File: src/rtl/kbd_pkg.sv
// Shared constants for the keyboard character decoder: special-key codes,
// PS/2 set-2 scan codes and the prefix FSM state encoding.
package kbd_pkg;

  localparam logic [3:0] SPC_NONE  = 4'd0;
  localparam logic [3:0] SPC_LEFT  = 4'd1;
  localparam logic [3:0] SPC_RIGHT = 4'd4;
  localparam logic [3:0] SPC_ENTER = 4'd5;
  localparam logic [3:0] SPC_BKSP  = 4'd6;

  localparam logic [7:0] SC_EXT    = 8'hE0;
  localparam logic [7:0] SC_BRK    = 8'hF0;
  localparam logic [7:0] SC_LSHIFT = 8'h12;
  localparam logic [7:0] SC_RSHIFT = 8'h59;
  localparam logic [7:0] SC_CAPS   = 8'h58;
  localparam logic [7:0] SC_ENTER  = 8'h5A;
  localparam logic [7:0] SC_BKSP   = 8'h66;
  localparam logic [7:0] SC_LEFT   = 8'h6B;
  localparam logic [7:0] SC_RIGHT  = 8'h74;

  typedef enum logic [1:0] {
    ST_IDLE    = 2'd0,
    ST_EXT     = 2'd1,
    ST_BRK     = 2'd2,
    ST_EXT_BRK = 2'd3
  } kbd_state_e;

endpackage

File: src/rtl/kbd_char_decoder_scan2ascii.sv
// Combinational scan-code to ASCII ROM. Letters follow shift XOR caps;
// digits and punctuation follow shift only. A result of 0 means unmapped.
module scan2ascii
  import kbd_pkg::*;
(
  input  logic [7:0] code,
  input  logic       shift_down,
  input  logic       caps,
  output logic [7:0] ascii
);

  // Each entry packs {unshifted, shifted}; letters store lower case first.
  function automatic logic [15:0] rom_entry(input logic [7:0] sc);
    logic [15:0] e;
    case (sc)
      8'h1C: e = {8'h61, 8'h41};  8'h32: e = {8'h62, 8'h42};
      8'h21: e = {8'h63, 8'h43};  8'h23: e = {8'h64, 8'h44};
      8'h24: e = {8'h65, 8'h45};  8'h2B: e = {8'h66, 8'h46};
      8'h34: e = {8'h67, 8'h47};  8'h33: e = {8'h68, 8'h48};
      8'h43: e = {8'h69, 8'h49};  8'h3B: e = {8'h6A, 8'h4A};
      8'h42: e = {8'h6B, 8'h4B};  8'h4B: e = {8'h6C, 8'h4C};
      8'h3A: e = {8'h6D, 8'h4D};  8'h31: e = {8'h6E, 8'h4E};
      8'h44: e = {8'h6F, 8'h4F};  8'h4D: e = {8'h70, 8'h50};
      8'h15: e = {8'h71, 8'h51};  8'h2D: e = {8'h72, 8'h52};
      8'h1B: e = {8'h73, 8'h53};  8'h2C: e = {8'h74, 8'h54};
      8'h3C: e = {8'h75, 8'h55};  8'h2A: e = {8'h76, 8'h56};
      8'h1D: e = {8'h77, 8'h57};  8'h22: e = {8'h78, 8'h58};
      8'h35: e = {8'h79, 8'h59};  8'h1A: e = {8'h7A, 8'h5A};
      8'h45: e = {8'h30, 8'h29};  8'h16: e = {8'h31, 8'h21};
      8'h1E: e = {8'h32, 8'h40};  8'h26: e = {8'h33, 8'h23};
      8'h25: e = {8'h34, 8'h24};  8'h2E: e = {8'h35, 8'h25};
      8'h36: e = {8'h36, 8'h5E};  8'h3D: e = {8'h37, 8'h26};
      8'h3E: e = {8'h38, 8'h2A};  8'h46: e = {8'h39, 8'h28};
      8'h0E: e = {8'h60, 8'h7E};  8'h4E: e = {8'h2D, 8'h5F};
      8'h55: e = {8'h3D, 8'h2B};  8'h54: e = {8'h5B, 8'h7B};
      8'h5B: e = {8'h5D, 8'h7D};  8'h5D: e = {8'h5C, 8'h7C};
      8'h4C: e = {8'h3B, 8'h3A};  8'h52: e = {8'h27, 8'h22};
      8'h41: e = {8'h2C, 8'h3C};  8'h49: e = {8'h2E, 8'h3E};
      8'h4A: e = {8'h2F, 8'h3F};  8'h29: e = {8'h20, 8'h20};
      default: e = {8'h00, 8'h00};
    endcase
    return e;
  endfunction

  logic [15:0] entry_s;
  logic        is_letter_s;

  assign entry_s     = rom_entry(code);
  assign is_letter_s = (entry_s[15:8] >= 8'h61) && (entry_s[15:8] <= 8'h7A);

  always_comb begin
    ascii = 8'h00;
    if (is_letter_s) begin
      ascii = (shift_down ^ caps) ? entry_s[7:0] : entry_s[15:8];
    end else begin
      ascii = shift_down ? entry_s[7:0] : entry_s[15:8];
    end
  end

endmodule

File: src/rtl/kbd_char_decoder.sv
// Pops PS/2 scan codes, tracks prefixes and modifiers, and presents each
// accepted key press to the display as a press_flag pulse of PRESS_HOLD cycles.
module kbd_char_decoder
  import kbd_pkg::*;
#(
  parameter int PRESS_HOLD = 9_000_002
) (
  input  logic       clk,
  input  logic       clrn,
  input  logic [7:0] ps2_data,
  input  logic       ps2_ready,
  output logic       nextdata_n,
  output logic       press_flag,
  output logic [3:0] special_char,
  output logic [7:0] char_ascii,
  output logic       caps_led
);

  localparam int               CNT_W     = $clog2(PRESS_HOLD + 1);
  localparam logic [CNT_W-1:0] HOLD_LOAD = CNT_W'(PRESS_HOLD - 1);
  localparam logic [CNT_W-1:0] CNT_ONE   = CNT_W'(1);
  localparam logic [CNT_W-1:0] CNT_ZERO  = CNT_W'(0);

  kbd_state_e       state_r, state_nxt_s;
  logic             nextdata_n_r;
  logic             press_flag_r;
  logic [3:0]       special_r;
  logic [7:0]       ascii_r;
  logic             caps_r;
  logic             shift_r;
  logic             caps_down_r;
  logic [CNT_W-1:0] hold_cnt_r;

  logic             pop_s;
  logic             make_s;
  logic             break_s;
  logic             ext_key_s;
  logic [7:0]       rom_ascii_s;
  logic             mapped_s;
  logic [7:0]       map_ascii_s;
  logic [3:0]       map_special_s;
  logic             accept_s;

  // A byte is consumed only when the previous pop strobe has already ended.
  assign pop_s    = ps2_ready & nextdata_n_r;
  assign accept_s = make_s & mapped_s & ~press_flag_r;

  scan2ascii u_rom (
    .code       (ps2_data),
    .shift_down (shift_r),
    .caps       (caps_r),
    .ascii      (rom_ascii_s)
  );

  // Prefix state register.
  always_ff @(posedge clk or negedge clrn) begin
    if (!clrn) begin
      state_r <= ST_IDLE;
    end else begin
      state_r <= state_nxt_s;
    end
  end

  // Prefix next state; prefixes seen after a break prefix are ordinary codes.
  always_comb begin
    state_nxt_s = state_r;
    if (pop_s) begin
      case (state_r)
        ST_IDLE: begin
          if (ps2_data == SC_EXT) begin
            state_nxt_s = ST_EXT;
          end else if (ps2_data == SC_BRK) begin
            state_nxt_s = ST_BRK;
          end else begin
            state_nxt_s = ST_IDLE;
          end
        end
        ST_EXT:     state_nxt_s = (ps2_data == SC_BRK) ? ST_EXT_BRK : ST_IDLE;
        ST_BRK:     state_nxt_s = ST_IDLE;
        ST_EXT_BRK: state_nxt_s = ST_IDLE;
        default:    state_nxt_s = ST_IDLE;
      endcase
    end else begin
      state_nxt_s = state_r;
    end
  end

  // Classify the consumed byte as a make or break of a normal/extended key.
  always_comb begin
    make_s    = 1'b0;
    break_s   = 1'b0;
    ext_key_s = 1'b0;
    if (pop_s) begin
      case (state_r)
        ST_IDLE: make_s = (ps2_data != SC_EXT) && (ps2_data != SC_BRK);
        ST_EXT: begin
          make_s    = (ps2_data != SC_BRK);
          ext_key_s = 1'b1;
        end
        ST_BRK: break_s = 1'b1;
        ST_EXT_BRK: begin
          break_s   = 1'b1;
          ext_key_s = 1'b1;
        end
        default: begin
          make_s    = 1'b0;
          break_s   = 1'b0;
          ext_key_s = 1'b0;
        end
      endcase
    end else begin
      make_s    = 1'b0;
      break_s   = 1'b0;
      ext_key_s = 1'b0;
    end
  end

  // Key mapping: arrows come only from extended codes, the rest from the ROM.
  always_comb begin
    mapped_s      = 1'b0;
    map_ascii_s   = 8'h00;
    map_special_s = SPC_NONE;
    if (ext_key_s) begin
      case (ps2_data)
        SC_LEFT: begin
          mapped_s      = 1'b1;
          map_special_s = SPC_LEFT;
        end
        SC_RIGHT: begin
          mapped_s      = 1'b1;
          map_special_s = SPC_RIGHT;
        end
        default: mapped_s = 1'b0;
      endcase
    end else begin
      case (ps2_data)
        SC_ENTER: begin
          mapped_s      = 1'b1;
          map_special_s = SPC_ENTER;
        end
        SC_BKSP: begin
          mapped_s      = 1'b1;
          map_special_s = SPC_BKSP;
        end
        default: begin
          mapped_s    = (rom_ascii_s != 8'h00);
          map_ascii_s = rom_ascii_s;
        end
      endcase
    end
  end

  // Pop strobe: one low cycle per consumed byte.
  always_ff @(posedge clk or negedge clrn) begin
    if (!clrn) begin
      nextdata_n_r <= 1'b1;
    end else begin
      nextdata_n_r <= ~pop_s;
    end
  end

  // Modifiers; caps_down_r blocks typematic repeats from re-toggling CapsLock.
  always_ff @(posedge clk or negedge clrn) begin
    if (!clrn) begin
      shift_r     <= 1'b0;
      caps_r      <= 1'b0;
      caps_down_r <= 1'b0;
    end else if (make_s && !ext_key_s) begin
      if ((ps2_data == SC_LSHIFT) || (ps2_data == SC_RSHIFT)) begin
        shift_r <= 1'b1;
      end
      if ((ps2_data == SC_CAPS) && !caps_down_r) begin
        caps_r      <= ~caps_r;
        caps_down_r <= 1'b1;
      end
    end else if (break_s && !ext_key_s) begin
      if ((ps2_data == SC_LSHIFT) || (ps2_data == SC_RSHIFT)) begin
        shift_r <= 1'b0;
      end
      if (ps2_data == SC_CAPS) begin
        caps_down_r <= 1'b0;
      end
    end
  end

  // Hold timer: flag stays up until the edge after the counter has run out.
  always_ff @(posedge clk or negedge clrn) begin
    if (!clrn) begin
      hold_cnt_r   <= CNT_ZERO;
      press_flag_r <= 1'b0;
    end else if (accept_s) begin
      hold_cnt_r   <= HOLD_LOAD;
      press_flag_r <= 1'b1;
    end else begin
      if (hold_cnt_r != CNT_ZERO) begin
        hold_cnt_r <= hold_cnt_r - CNT_ONE;
      end
      press_flag_r <= (hold_cnt_r != CNT_ZERO);
    end
  end

  // Character registers keep the last accepted key.
  always_ff @(posedge clk or negedge clrn) begin
    if (!clrn) begin
      ascii_r   <= 8'h00;
      special_r <= SPC_NONE;
    end else if (accept_s) begin
      ascii_r   <= map_ascii_s;
      special_r <= map_special_s;
    end
  end

  assign nextdata_n   = nextdata_n_r;
  assign press_flag   = press_flag_r;
  assign special_char = special_r;
  assign char_ascii   = ascii_r;
  assign caps_led     = caps_r;

endmodule

File: config.mk
export PLATFORM = sky130hd
export DESIGN_NAME = kbd_char_decoder
export DESIGN_NICKNAME = d
export VERILOG_FILES = /design/src/rtl/kbd_pkg.sv /design/src/rtl/kbd_char_decoder_scan2ascii.sv /design/src/rtl/kbd_char_decoder.sv
export SDC_FILE = /design/constraint.sdc
export NUM_CORES = 1
export LEC_CHECK = 0
export CAP_MARGIN = 20
export CORE_ASPECT_RATIO = 0.8
export CORE_MARGIN = 4
export CORE_UTILIZATION = 45
export DETAILED_ROUTE_END_ITERATION = 10
export SETUP_SLACK_MARGIN = 0.2
export SLEW_MARGIN = 20
export SYNTH_ARGS = -nofsm -noshare
export SYNTH_HDL_FRONTEND = slang
export SYNTH_SLANG_ARGS = --single-unit
File: constraint.sdc
create_clock -name clk -period 3.5 [get_ports clk]
set_input_delay 0.7 -clock clk [delete_from_list [all_inputs] [get_ports clk]]
set_output_delay 0.7 -clock clk [all_outputs]
set_load 0.005 [all_outputs]
==> summary.md <==
| Metric | Value |
|---|---|
| Status | `complete, no violations` |
| Synth Instances | `478` |
| Initial DRC count | `430` |
| Top cells by area, synth | `dfrtp_1, nor2_1, nand2b_1, nand2_1, xnor2_1` |
| Fill count | `~640` |
| # Max-Cap Violations | `0` |
| Vias | `4,551` |
| DRC | `0` |
| Clk_lat worst skew | `approximately 0.3 ns` |
| Main combinational cell family by area after synthesis | `simple AND/OR/NAND/NOR gates` |
| Die Ht | `around 90 um` |
| Share of the synthesized area in the top cell type | `between 20 and 30%` |
| Crit end category | `flop` |
| Slowest cell on crit path | `a31oi_4` |
| Fin util | `between 70% and 80%` |
| Yosys cell types | `just under 80` |
| Crit path arrival time | `between 3 and 4 ns` |
| Initial core utilization | `47.4%` |
| Syn_area_per_cell | `approximately 8.1 um2` |
| Total clock buffers created by CTS | `5` |
| Most frequent cells after synthesis | `nor2_1, dfrtp_1, nand2_1` |
| Critical path class | `input port to flop` |
| Final Cell Area | `around 5900 um2` |
| Critical path's most frequent cell | `buf_6` |
| Worst VDD drop | `approximately 0.45 mV` |
| Number of global-route vias before repair | `between 4,000 and 5,000` |
| Synth Area in Simple Gates | `27.6%` |
| Clock root buffer | `clkbuf_8` |
| GRT Total Usage | `between 20% and 30%` |
| Core Region | `8160 um2` |
| Power per standard cell area | `289 nW/um2` |
| Leakage | `~2.4 nW` |
| Top-count cell post-synth | `nor2_1` |
| Clock tree buffer depth | `2` |
| Required time of the critical path | `around 3.7 ns` |
| Sequential fraction of the synthesis area | `a little over a quarter` |
| Layout cell share with drive strength beyond 1 | `40.1%` |
| Total gr overflow | `0` |
| Synth Register Bits | `41` |
| Synth warn | `0` |
| H-tree levels | `2` |
| Site row count | `29` |
| Startpoint types | `input port` |
| CTS tree | `built` |
| Slew Viols, Final | `0` |
| Routability cong. | `1.05` |
| DRT antenna net count | `0` |
| RSZ-0062 raised after global routing | `yes` |
| IO buf count | `23` |
| Asr flop ratio synth | `100%` |
| Fmax | `0.296 GHz` |
| EDFF count, synth | `0` |
| Initial antenna violation count | `0` |
| Period utilisation layout | `between 90 and 100%` |
| Post-synthesis xor/xnor area fraction | `roughly 5.7%` |
| Area of the multi-input gates | `~2900 um2` |
| First-pass GRT wire length | `between 20,000 and 25,000 um` |
| Worst Clk Skew | `0.00974 ns` |
| # hold bufs at CTS | `0` |
| Drt wl/cell | `approximately 19 um` |
| Largest net degree at the start of global routing | `42` |
| Synth Flop Type | `dfrtp_1` |
| Sink Count | `41` |
| DP Wirelength | `10,500 um` |
| Area grow syn2layout | `52.2%` |
| CP peak stage delay | `about 0.33 ns` |
| Number of diodes | `0` |
| Pre-antenna DRT Iters | `7` |
| Io pins | `26` |
| Setup violators final | `0` |
| Compound-Gate Fraction of Synth Area | `22.5%` |
| Post-synthesis adder-cell area fraction | `2.58%` |
| WL final | `about 15,000 um` |
| Worst slew pin tran | `between 0.8 and 0.9 ns` |
| Crit-path max FO | `5` |
| Die width | `~110 um` |
| Die Area | `roughly 10,000 um2` |
| Mux cell area share after synthesis | `7.92%` |
| Hold Vio Cnt, Final | `0` |
| Via density | `roughly 6` |
| Crit path cell chain | `buf_8 > clkinvlp_4 > buf_6 > ha_4 > buf_6 > mux2i_1 > o22ai_1 > a32o_2 > a311oi_2 > and4_4 > a2111o_1 > o221ai_2 > a31oi_4 > clkbuf_16 > mux2_4` |
| Clock transition at path regs | `about 0.090 ns` |
| HP Class | `flop to flop` |
| Cell Area, Synth | `approximately 3900 um2` |
| Reg area | `1030 um2` |
| Placed cell area | `between 5000 and 6000 um2` |
| Tmin final | `3.38 ns` |
| Nets@finish | `between 600 and 700` |
| Max-slew headroom | `40.4%` |
| Cell taking the most area after synthesis | `dfrtp_1` |
-- stage by stage --
stage | TNS, ns | setup WS (ns) | cells | hold WS, ns | total power [W]
floorplan | 0 | 0.161 | 479 | 0.404 | 0.000933
global placement | -18.12 | -0.634 | 711 | 0.500 | 0.00118
detailed placement | -21.07 | -0.731 | 711 | 0.499 | 0.00119
CTS | 0 | 0.157 | 752 | 0.518 | 0.00165
global route | -0.000699 | -0.000699 | 752 | 0.557 | 0.00179
finish | 0 | 0.122 | 752 | 0.512 | 0.00170
-- cell families after synthesis --
family                   Yosys count
AND/OR/NAND/NOR                  210
AO/OA/AOI/OAI                    118
buffers and inverters             50
flip-flops                        41
XOR/XNOR                          25
multiplexers                      25
adder cells (fa/ha/maj)            8
other                              1
-- worst max-delay path: cells and delay by family --
family	cells	cell delay, ns
AOI/OAI and AO/OA	6	1.25
adders and majority gates	1	0.26
buffers and inverters	5	0.66
muxes	2	0.44
and+or+nand+nor	1	0.27
-- final cells by class --
cell class | count | area share (%)
well taps | 108 | 2.29
multi-input cells | 388 | 49.3
clock buffers | 6 | 1.40
clock inverters | 2 | 0.637
inverters | 14 | 1.08
flip-flops and latches | 41 | 17.4
repair buffers | 193 | 27.8
-- power breakdown --
group / leakage (nW) / internal, W / switching, W
sequential: 0.473 / 0.000545 / 0.0000715
combinational: 1.89 / 0.000338 / 0.000344
clock: 0.0574 / 0.000232 / 0.000172
-- cells in the final DEF (no fill, tap or decap), types with 5 or more instances in the layout --
master / n
mux2i_1: 10
and3_1: 6
nor4_1: 8
a211oi_1: 5
buf_6: 11
or4_1: 5
clkbuf_8: 6
xor2_1: 9
nor3_1: 16
o22ai_1: 5
nand2_1: 39
inv_1: 10
nand2b_1: 24
nand4_1: 6
a21oi_2: 6
nor2_2: 5
a21oi_1: 18
clkdlybuf4s50_1: 14
buf_4: 151
nor2_4: 5
xnor2_1: 15
dfrtp_1: 40
nor2b_1: 6
o211ai_1: 10
nand3_1: 12
nor2_1: 47
a31oi_1: 6
buf_12: 5
mux2_4: 10
o21ai_0: 12
-- worst paths after layout --
| path | from | to | slack, ns | cells after the start |
|---|---|---|---|---|
| worst max-delay path | ps2_data[0] | char_ascii[1]$_DFFE_PN0P_ | 0.12 | 15 |
| worst min-delay path | caps_down_r$_DFFE_PN0P_ | caps_down_r$_DFFE_PN0P_ | 0.51 | 2 |
| worst max register to register | hold_cnt_r[0]$_DFFE_PN0P_ | hold_cnt_r[23]$_DFFE_PN0P_ | 0.36 | 11 |
| worst min register to register | caps_down_r$_DFFE_PN0P_ | caps_down_r$_DFFE_PN0P_ | 0.51 | 2 |
| max in group asynchronous | clrn | hold_cnt_r[1]$_DFFE_PN0P_ | 2.41 | 1 |
| min in group asynchronous | clrn | hold_cnt_r[16]$_DFFE_PN0P_ | 0.52 | 1 |
-- sequential cells by signal, summed over array words and instances (netlist names) --
register,count
press_flag,1
nextdata_n,1
state_r,2
caps_down_r,1
char_ascii,7
shift_r,1
hold_cnt_r,24
special_char,3
caps_led,1
-- what timing repair did --
action | 4_1_cts | 5_1_grt
endpoints found under the setup margin | 35 | 34
resized for setup | 68 | 23
setup buffers | 31 | 0
pin swaps | 30 | 4
cloned | 2 | 0
-- routing by layer --
metal,GRT usage [%],part of all wire [%],routed length (um)
met2,41.4,41,6050
met3,9.24,12,1760
met4,6.08,1.9,284
met1,42.7,45,6520
met5,0,0,0
(Power assumes the default switching activity.)
